===== config.mk =====
export PLATFORM = sky130hd
export DESIGN_NAME = core_mem_arbiter_flat
export DESIGN_NICKNAME = d
export VERILOG_FILES = /design/src/rtl/core_mem_arbiter_pkg.sv /design/src/rtl/core_mem_arbiter_if.sv /design/src/rtl/rr_picker.sv /design/src/rtl/core_mem_arbiter.sv /design/src/flat_wrapper.sv
export SDC_FILE = /design/constraint.sdc
export NUM_CORES = 1
export LEC_CHECK = 0
export ABC_CLOCK_PERIOD_IN_PS = 1950
export CORE_UTILIZATION = 40
export CTS_BUF_LIST = sky130_fd_sc_hd__clkbuf_4
export CTS_CLUSTER_SIZE = 16
export DETAILED_ROUTE_END_ITERATION = 8
export GPL_TIMING_DRIVEN = 0
export PLACE_DENSITY = 0.82
export SLEW_MARGIN = 20
export SYNTH_ARGS = -nofsm -noshare
export SYNTH_HDL_FRONTEND = slang
export SYNTH_SLANG_ARGS = --single-unit

===== constraint.sdc =====
create_clock -name CLK -period 1.95 [get_ports CLK]
set_input_delay 0.39 -clock CLK [delete_from_list [all_inputs] [get_ports CLK]]
set_output_delay 0.39 -clock CLK [all_outputs]
set_load 0.1 [all_outputs]

===== src/rtl/core_mem_arbiter_pkg.sv =====
// Shared types for the data-memory arbiter: FSM states, operation codes and
// the grant-index width helper.
package core_mem_pkg;

  typedef enum logic [1:0] {
    IDLE   = 2'd0,
    ACCESS = 2'd1,
    DONE   = 2'd2
  } arb_state_e;

  typedef enum logic {
    OP_RD = 1'b0,
    OP_WR = 1'b1
  } mem_op_e;

  // Width of a core index; a single core still needs a one-bit index.
  function automatic int grant_width(input int n_cores);
    return (n_cores > 1) ? $clog2(n_cores) : 1;
  endfunction

  localparam int N_CORES_DEF = 4;
  localparam int GRANT_W     = grant_width(N_CORES_DEF);

endpackage


===== src/rtl/core_mem_arbiter_if.sv =====
// Core-side bundle of the data-memory arbiter: per-core requests in,
// one-hot acknowledge and broadcast read data out.
interface core_mem_arbiter_if #(
  parameter int N_CORES = 4,
  parameter int DATA_W  = 8,
  parameter int ADDR_W  = 8
);

  logic [N_CORES-1:0]        req_rd;
  logic [N_CORES-1:0]        req_wr;
  logic [N_CORES*ADDR_W-1:0] req_addr;
  logic [N_CORES*DATA_W-1:0] req_wdata;
  logic [N_CORES-1:0]        dacq;
  logic [DATA_W-1:0]         core_rdata;

  // Cores side.
  modport master (
    output req_rd, req_wr, req_addr, req_wdata,
    input  dacq, core_rdata
  );

  // Arbiter side.
  modport slave (
    input  req_rd, req_wr, req_addr, req_wdata,
    output dacq, core_rdata
  );

endinterface


===== src/rtl/rr_picker.sv =====
// Combinational round-robin picker: returns the first eligible requester
// scanning upward from the one after rr_last, wrapping at N_CORES.
module rr_picker
  import core_mem_pkg::*;
#(
  parameter  int N_CORES = 4,
  localparam int GW      = grant_width(N_CORES)
) (
  input  logic [N_CORES-1:0] req,
  input  logic [N_CORES-1:0] mask,
  input  logic [GW-1:0]      rr_last,
  output logic [GW-1:0]      winner,
  output logic               valid
);

  logic [N_CORES-1:0] eligible;
  logic [GW-1:0]      idx;

  assign eligible = req & ~mask;

  // Scan rr_last+1 .. rr_last+N_CORES and keep the first hit.
  always_comb begin
    // NOTE: every output gets a default before the loop; a path that leaves
    // one unassigned would infer a latch.
    winner = '0;
    valid  = 1'b0;
    idx    = '0;
    for (int k = 1; k <= N_CORES; k++) begin
      idx = GW'((int'(rr_last) + k) % N_CORES);
      if (!valid && eligible[idx]) begin
        valid  = 1'b1;
        winner = idx;
      end
    end
  end

endmodule


===== src/rtl/core_mem_arbiter.sv =====
// Shared data-memory arbiter: serialises per-core read/write requests onto
// one synchronous RAM with round-robin priority and a one-cycle dacq.
module core_mem_arbiter
  import core_mem_pkg::*;
#(
  parameter  int N_CORES = 4,
  parameter  int DATA_W  = 8,
  parameter  int ADDR_W  = 8,
  parameter  int MEM_LAT = 1,
  localparam int GW      = grant_width(N_CORES)
) (
  input  logic               CLK,
  input  logic               RST,
  core_mem_arbiter_if.slave  bus,
  output logic               busy,
  output logic [GW-1:0]      grant_id,
  output logic [ADDR_W-1:0]  mem_addr,
  output logic [DATA_W-1:0]  mem_wdata,
  output logic               mem_we,
  input  logic [DATA_W-1:0]  mem_rdata
);

  localparam int CNT_W = $clog2(MEM_LAT + 1);

  arb_state_e         state_q, state_d;
  mem_op_e            op_q;
  logic [GW-1:0]      grant_q;
  logic [GW-1:0]      rr_last_q;
  logic [ADDR_W-1:0]  addr_q;
  logic [DATA_W-1:0]  wdata_q;
  logic [DATA_W-1:0]  rdata_q;
  logic [CNT_W-1:0]   cnt_q;
  logic [N_CORES-1:0] holdoff_q;

  logic [N_CORES-1:0] req_any;
  logic [N_CORES-1:0] grant_onehot;
  logic [GW-1:0]      pick_id;
  logic               pick_valid;

  assign req_any      = bus.req_rd | bus.req_wr;
  assign grant_onehot = {{(N_CORES-1){1'b0}}, 1'b1} << grant_q;

  rr_picker #(.N_CORES(N_CORES)) u_picker (
    .req     (req_any),
    .mask    (holdoff_q),
    .rr_last (rr_last_q),
    .winner  (pick_id),
    .valid   (pick_valid)
  );

  // State register.
  always_ff @(posedge CLK or posedge RST) begin
    // NOTE: sequential state uses non-blocking assignments so every register
    // samples its inputs as they were before this edge.
    if (RST) state_q <= IDLE;
    else     state_q <= state_d;
  end

  // Next-state logic and the state-decoded outputs.
  always_comb begin
    state_d  = state_q;
    busy     = 1'b0;
    mem_we   = 1'b0;
    bus.dacq = '0;
    unique case (state_q)
      IDLE: begin
        if (pick_valid) state_d = ACCESS;
      end
      ACCESS: begin
        busy   = 1'b1;
        mem_we = (op_q == OP_WR);
        if (cnt_q == '0) state_d = DONE;
      end
      DONE: begin
        busy     = 1'b1;
        bus.dacq = grant_onehot;
        state_d  = IDLE;
      end
      default: state_d = IDLE;
    endcase
  end

  // Request latch, access timer, read capture and round-robin bookkeeping.
  always_ff @(posedge CLK or posedge RST) begin
    // NOTE: the latched request fields are reset as well, so mem_addr and
    // mem_wdata read zero straight out of reset or after an aborted access.
    if (RST) begin
      op_q      <= OP_RD;
      grant_q   <= '0;
      rr_last_q <= GW'(N_CORES - 1);
      addr_q    <= '0;
      wdata_q   <= '0;
      rdata_q   <= '0;
      cnt_q     <= '0;
      holdoff_q <= '0;
    end else begin
      unique case (state_q)
        IDLE: begin
          // The holdoff mask only shields the first IDLE cycle after DONE.
          holdoff_q <= '0;
          if (pick_valid) begin
            grant_q <= pick_id;
            op_q    <= bus.req_wr[pick_id] ? OP_WR : OP_RD;
            addr_q  <= bus.req_addr[pick_id*ADDR_W +: ADDR_W];
            wdata_q <= bus.req_wdata[pick_id*DATA_W +: DATA_W];
            cnt_q   <= bus.req_wr[pick_id] ? '0 : CNT_W'(MEM_LAT);
          end
        end
        ACCESS: begin
          if (cnt_q != '0)        cnt_q   <= cnt_q - CNT_W'(1);
          else if (op_q == OP_RD) rdata_q <= mem_rdata;
        end
        DONE: begin
          rr_last_q <= grant_q;
          holdoff_q <= grant_onehot;
        end
        default: ;
      endcase
    end
  end

  assign grant_id       = grant_q;
  assign mem_addr       = addr_q;
  assign mem_wdata      = wdata_q;
  assign bus.core_rdata = rdata_q;

endmodule

===== src/flat_wrapper.sv =====
// flat-port wrapper written by rule: the top's interface ports become plain ports
module core_mem_arbiter_flat import core_mem_pkg::*;
#(
  parameter  int N_CORES = 4,
  parameter  int DATA_W  = 8,
  parameter  int ADDR_W  = 8,
  parameter  int MEM_LAT = 1,
  localparam int GW      = grant_width(N_CORES)
)
  (CLK, RST, busy, grant_id, mem_addr, mem_wdata, mem_we, mem_rdata, bus_req_rd, bus_req_wr, bus_req_addr, bus_req_wdata, bus_dacq, bus_core_rdata);
  core_mem_arbiter_if #(.N_CORES(N_CORES), .DATA_W(DATA_W), .ADDR_W(ADDR_W)) bus_i ();
  input  logic CLK;
  input  logic RST;
  output logic busy;
  output logic [GW-1:0] grant_id;
  output logic [ADDR_W-1:0] mem_addr;
  output logic [DATA_W-1:0] mem_wdata;
  output logic mem_we;
  input  logic [DATA_W-1:0] mem_rdata;
  input wire logic [$bits(bus_i.req_rd)-1:0] bus_req_rd;
  input wire logic [$bits(bus_i.req_wr)-1:0] bus_req_wr;
  input wire logic [$bits(bus_i.req_addr)-1:0] bus_req_addr;
  input wire logic [$bits(bus_i.req_wdata)-1:0] bus_req_wdata;
  output wire logic [$bits(bus_i.dacq)-1:0] bus_dacq;
  output wire logic [$bits(bus_i.core_rdata)-1:0] bus_core_rdata;
  assign bus_i.req_rd = bus_req_rd;
  assign bus_i.req_wr = bus_req_wr;
  assign bus_i.req_addr = bus_req_addr;
  assign bus_i.req_wdata = bus_req_wdata;
  assign bus_dacq = bus_i.dacq;
  assign bus_core_rdata = bus_i.core_rdata;
  core_mem_arbiter #(.N_CORES(N_CORES), .DATA_W(DATA_W), .ADDR_W(ADDR_W), .MEM_LAT(MEM_LAT)) u_core (.CLK(CLK), .RST(RST), .bus(bus_i), .busy(busy), .grant_id(grant_id), .mem_addr(mem_addr), .mem_wdata(mem_wdata), .mem_we(mem_we), .mem_rdata(mem_rdata));
endmodule

======== After elaboration in Yosys (flattened, before gate mapping) ========
Index checks and enable logic that the tools add are counted.
word-level totals
  flip-flop bits (word level) ............. 36
  bits in latches ......................... 0
  memory bits (writable) .................. 0
  bits in read-only memories .............. 0
  input port bits ......................... 82
  output and inout bits ................... 32
  logic and storage cells ................. 75
  memories kept ........................... 0
operators by class
  add/sub/neg operators ................... 5
  multipliers ............................. 0
  div/mod/pow operators ................... 0
  $lt $le $gt $ge ......................... 5
  equality and inequality tests ........... 4
  shift operators ......................... 3
  multiplexer cells ....................... 30
  bitwise operators ....................... 5
  reductions and logical operators ........ 14
operators by type and width
  kind                                                        count
  indexed part select 32 x 6 -> 8 bit                         2
  less-than comparator 2 x 3 -> 1 bit, second input constant  5
  2-to-1 mux 1 bit                                            15
  2-to-1 mux 2 bit                                            6
  binary-select mux 1 bit (select 2 bit)                      5
  case mux 4 bit (2 select lines)                             1
  AND reduction 2 bit                                         3
  adder 2 x 1 -> 2 bit, second input constant                 2
  adder 2 bit, second input constant                          2
  bitwise AND 4 bit                                           1
  2-to-1 mux 4 bit                                            1
  NOT 4 bit                                                   1
  bitwise OR 4 bit                                            1
  case mux 2 bit (2 select lines)                             1
  nonzero test 2 bit                                          2
  left shift 1 x 2 -> 4 bit, first input constant             1
  logical AND 1 bit                                           3
  zero test 1 bit                                             3
  AND reduction 3 bit                                         1
  == test 2 x 1 -> 1 bit, second input constant               1
  == test 2 bit, second input constant                        1
  zero test 2 bit                                             1
  != test 2 x 1 -> 1 bit, second input constant               1
  != test 2 bit, second input constant                        1
  other kinds (4)                                             5

======== Logic depth before layout (Yosys ltp) ========
  depth in word-level cells ............... 19
  mapped depth ............................ 8
  gate-level depth less buffers ........... 7

======== Modules after synthesis ========
From an unflattened synthesis, not the netlist that was laid out.
unflattened totals
  cells, all modules ...................... 137
  area, all modules ....................... 2053.2 um^2
modules (own cells, without submodules)
  module            instances  cells an instance  area an instance (um^2)  sequential area each (um^2)
  core_mem_arbiter  1          120                1926.8                   903.4
  rr_picker         1          17                 126.4                    0.0

======== Least setup slack after synthesis ========
OpenSTA, ideal clock, no wires.
  path type ............................... flip-flop to output port
  start point ............................. register u_core.grant_q[1], in the netlist u_core.grant_id[1]
  end point ............................... output port bus_dacq[0]
  arrival ................................. 3.194 ns
  path slack .............................. -1.634 ns
  cell stages (with the launch flop) ...... 2
  path buffers ............................ 0
  cell sequence ........................... dfrtp_1 nor3b_1
on the way
  cells in the longest elaborated chain, start to end .. 2
RTL lines
  element                    RTL line                 text
  start: declaration         core_mem_arbiter.sv:27   logic [GW-1:0] grant_q;
  start signal: assignment   core_mem_arbiter.sv:102  grant_q <= pick_id;
  left shift 1 x 2 -> 4 bit  core_mem_arbiter.sv:41   assign grant_onehot = {{(N_CORES-1){1'b0}}, 1'b1} << grant_q;
  2-to-1 mux 4 bit           core_mem_arbiter.sv:65   unique case (state_q)
  end: declaration           flat_wrapper.sv:24       output wire logic [$bits(bus_i.dacq)-1:0] bus_dacq;
No other way between the ends.

======== Worst setup path in the final report ========
  start point ............................. input port bus_req_rd[2]
  end point ............................... register u_core.wdata_q[3], in the netlist u_core.mem_wdata[3]
on the way
  cells in the longest elaborated chain, start to end .. 15
RTL lines
  element                                                                            RTL line                 text
  start: declaration                                                                 flat_wrapper.sv:20       input wire logic [$bits(bus_i.req_rd)-1:0] bus_req_rd;
  bitwise OR 4 bit (*)                                                               core_mem_arbiter.sv:40   assign req_any = bus.req_rd | bus.req_wr;
  bitwise AND 4 bit (*)                                                              rr_picker.sv:19          assign eligible = req & ~mask;
  binary-select mux 1 bit (select 2 bit)                                             rr_picker.sv:30          if (!valid && eligible[idx]) begin
  2-to-1 mux 1 bit (not written as such)                                             rr_picker.sv:30
  2-to-1 mux 1 bit                                                                   rr_picker.sv:30
  zero test 1 bit                                                                    rr_picker.sv:30
  logical AND 1 bit                                                                  rr_picker.sv:30
  2-to-1 mux 1 bit                                                                   rr_picker.sv:30
  zero test 1 bit                                                                    rr_picker.sv:30
  logical AND 1 bit                                                                  rr_picker.sv:30
  2-to-1 mux 1 bit                                                                   rr_picker.sv:30
  zero test 1 bit                                                                    rr_picker.sv:30
  logical AND 1 bit                                                                  rr_picker.sv:30
  2-to-1 mux 2 bit / 2-to-1 mux 1 bit (equally long branches)                        rr_picker.sv:30
  indexed part select 32 x 6 -> 8 bit / AND reduction 2 bit (equally long branches)  n/a
  end signal: assignment                                                             core_mem_arbiter.sv:105  wdata_q <= bus.req_wdata[pick_id*DATA_W +: DATA_W];
  end: declaration                                                                   core_mem_arbiter.sv:30   logic [DATA_W-1:0] wdata_q;
Mark *: on every way between the ends. The rest lies on a longest branch, timed or not. The select of a mux whose other input is x is not followed.
A chain may end at the register's enable or synchronous reset.

==> results.yml <==
run_status:
  outcome: "finished with violations"
  violations: "negative setup slack"
timing:
  timing.final.crit_share_pct: 100.2
  fin_skew_ns: 0.02314
  worst_slew_pin_slew_ns: 0.7307
  drv_slew: 0
  setup_viol: 1
  setup_ws_ns: -0.003290
  hold-worst-slack_ns: 0.4691
  slew_headroom_pct: 51.21
  hold_viol: 0
  rsz0062_at_grt: "yes"
  period_needed_ns: 1.953
  maxClockFrequency_mhz: 512.0
critical_path:
  cp.arrival_ns: 2.18
  cp.required_ns: 2.18
  cp_num_buf_inv: 3
  path_class: "in2reg"
  worst_setup_path_end_kind: "flip-flop"
  crit_slowest_cell: "clkdlybuf4s50_1"
  critPathLaunchType: "input pin"
  crit_fanout: 7
  max_stage_delay_ns: 0.52
  crit_chain: "clkdlybuf4s50_1, o21bai_4, o21ai_2, a21oi_2, nor3_2, buf_6, buf_12, mux2i_1, o221ai_1"
  cpLargestDelayFamily: "buffers and inverters"
synthesis:
  synth_compound_area_share_pct: 19.28
  seq_area_frac_synth_pct: 43.23
  yosys-mux-area-fraction_pct: 20.18
  synth_edf_count: 0
  ys_types: 38
  yosysWarnings: 0
  syn_nets: 269
  avgSynthCellArea_um2: 11.36
  yosysMostFrequentCell: "dfrtp_1"
  ys_top_cells_by_area: "dfrtp_1 41%, mux2i_1 15%, o221ai_1 6.7%"
  syn_inst: 184
  ys_async_sr_fraction_pct: 100.0
  synth_seq_cells: 36
  synth_xor_area_share_pct: 0
  syn-cell-area_um2: 2090
  synthFlopType: "dfrtp_1"
  synthSimpleGateAreaFrac_pct: 10.06
  synth_top_area_cell: "dfrtp_1"
  synth_adder_area_share_pct: 1.796
  synth_common_cells: "34 x dfrtp_1, 32 x mux2i_1, 22 x nand2_1, 16 x o221ai_1, 9 x mux2_2"
  yosys.area.top_type_share_pct: 40.72
  synth_top_family_by_area: "multiplexers"
global_routing:
  antenna_found_initial: 0
  globalRouteTotalUtil_pct: 22.26
  grt_pass1_vias: 1906
  grt-ovfl-total: 0
  grt_max_degree: 37
  grt_pass1_wl_mm: 9.094
cts:
  cts.sinks: 36
  htree_levels: 2
  cts_hold_buf: 0
  clkSlewWorstSetupHoldPaths_ns: 0.13
  cts-buffers-inserted: 5
  cts_tree: "done"
  ctsLongestPathBuffers: 2
  root_buffer: "clkbuf_4"
  clk_latency_ns: 0.36
floorplanning:
  die_w_um: 74.28
  start_util_pct: 42.82
  rows: 25
  coreArea_um2: 4880
  die-area_um2: 5517
  die_h_um: 74.28
  pin_count: 114
place:
  hpwl_mm: 4.388
  dpl_cell_area_um2: 3333
  io_buffers: 113
  gp_congestion: 0.7557
layout:
  diodes: 0
  regArea_um2: 908.4
  fin_area_um2: 3681
  nFillCells: 369
  multi_input_area_um2: 1235
  fin_nets: 397
  area_growth_pct: 76.17
  drive_above_1_share_pct: 32.59
route:
  totalWireLength_mm: 6.270
  wl_per_cell_um: 16.50
  vias: 1982
  vias_per_cell: 5.216
  ant_nets: 0
  drt-pass1-iter-count: 4
  drtIter0Drc: 80
  drc: 0
run:
  cap_violations: 0
min_path:
  hold_path_class: "in2async"
==> per-stage QoR <==
step | setup slack [ns] | std cells | util [%] | TNS (ns)
after detailed placement | -0.5293 | 364 | 68.31 | -10.60
after floorplan | 0.01505 | 184 | - | 0
final | -0.003290 | 380 | 75.44 | -0.003290
after global placement | -0.5083 | 364 | 68.31 | -12.50
after CTS | -0.02395 | 373 | 70.54 | -0.02395
after global routing | -0.09178 | 380 | 75.44 | -0.9623
==> final timing paths <==
path | from | endpoint | slack, ns | depth (start not counted)
worst min-delay path | RST | u_core.mem_addr[4] | 0.47 | 2
worst min register to register | u_core.mem_wdata[5] | u_core.mem_wdata[5] | 0.50 | 2
worst max register to register | u_core.holdoff_q[2] | u_core.mem_wdata[3] | 0.03 | 8
min in group CLK | bus_req_wr[3] | u_core.op_q | 0.50 | 4
worst max-delay path | bus_req_rd[2] | u_core.mem_wdata[3] | -0.003 | 9
max in group asynchronous | RST | u_core.grant_id[1] | 0.95 | 2
==> layer usage <==
metal / up-vias / track usage, % / wire length (um)
li1: 936 / - / -
met1: 953 / 28.48 / 2531
met2: 84 / 36.57 / 3184
met3: 9 / 6.233 / 486
met4: 0 / 7.338 / 68
met5: - / 0 / 0
==> repair_timing <==
| action | in CTS | in global routing |
|---|---|---|
| buffers inserted | 1 | 3 |
| pin swaps | 0 | 15 |
| endpoints found under the setup margin | 43 | 40 |
| gates resized for setup | 117 | 43 |
| cloned | 0 | 4 |
==> layout by cell type, fill, tap and decap left out, types with 2 or more instances in the layout <==
cell | synthesis | layout
a21o_1 | 5 | 4
a21oi_1 | 3 | 3
a21oi_2 | 2 | 2
and2_1 | 2 | 2
buf_12 | 3 | 6
buf_2 | 4 | 5
buf_4 | 0 | 3
buf_6 | 1 | 4
clkbuf_16 | 0 | 3
clkbuf_2 | 0 | 7
clkbuf_4 | 0 | 5
clkdlybuf4s15_2 | 0 | 19
clkdlybuf4s50_1 | 0 | 76
clkinv_2 | 0 | 2
dfrtp_1 | 34 | 32
dfstp_2 | 2 | 2
dlymetal6s2s_1 | 0 | 5
ha_4 | 0 | 2
inv_1 | 6 | 4
inv_2 | 0 | 2
mux2_2 | 9 | 9
mux2i_1 | 32 | 23
mux2i_2 | 0 | 4
mux2i_4 | 0 | 5
nand2_1 | 22 | 21
nand2b_1 | 3 | 3
nor2_1 | 8 | 7
nor3_1 | 2 | 2
o21ai_0 | 3 | 3
o21ai_1 | 4 | 4
o21ba_4 | 2 | 3
o221ai_1 | 16 | 15
==> sequential cells by signal (all words and copies together), names as in the netlist <==
name and flops:
u_core.op_q 1, u_core.bus.core_rdata 8, u_core.rr_last_q 2, u_core.cnt_q 1, u_core.mem_wdata 8, u_core.mem_addr 8, u_core.holdoff_q 4, u_core.state_q 2
u_core.grant_id 2
==> cells by family (layout without fill, tap and decap cells) <==
logic type / Yosys count / after routing
AND/OR/NAND/NOR: 44 / 44
multiplexers: 41 / 41
adder cells (fa/ha/maj): 3 / 3
AO/OA/AOI/OAI: 46 / 46
buffers and inverters: 14 / 143
flip-flops: 36 / 36
==> layout make-up <==
cell class,count,area share (%)
sequential,36,24.68
timing repair buffer,121,34.87
tap,67,2.277
inverter,6,0.6118
clock buffer,5,1.020
multi-input combinational,134,33.55
clock inverter,3,0.5099
buffer,8,2.481
Power is not shown: default switching activity piles up to over one toggle a cycle in this logic, so the estimate is an artifact.
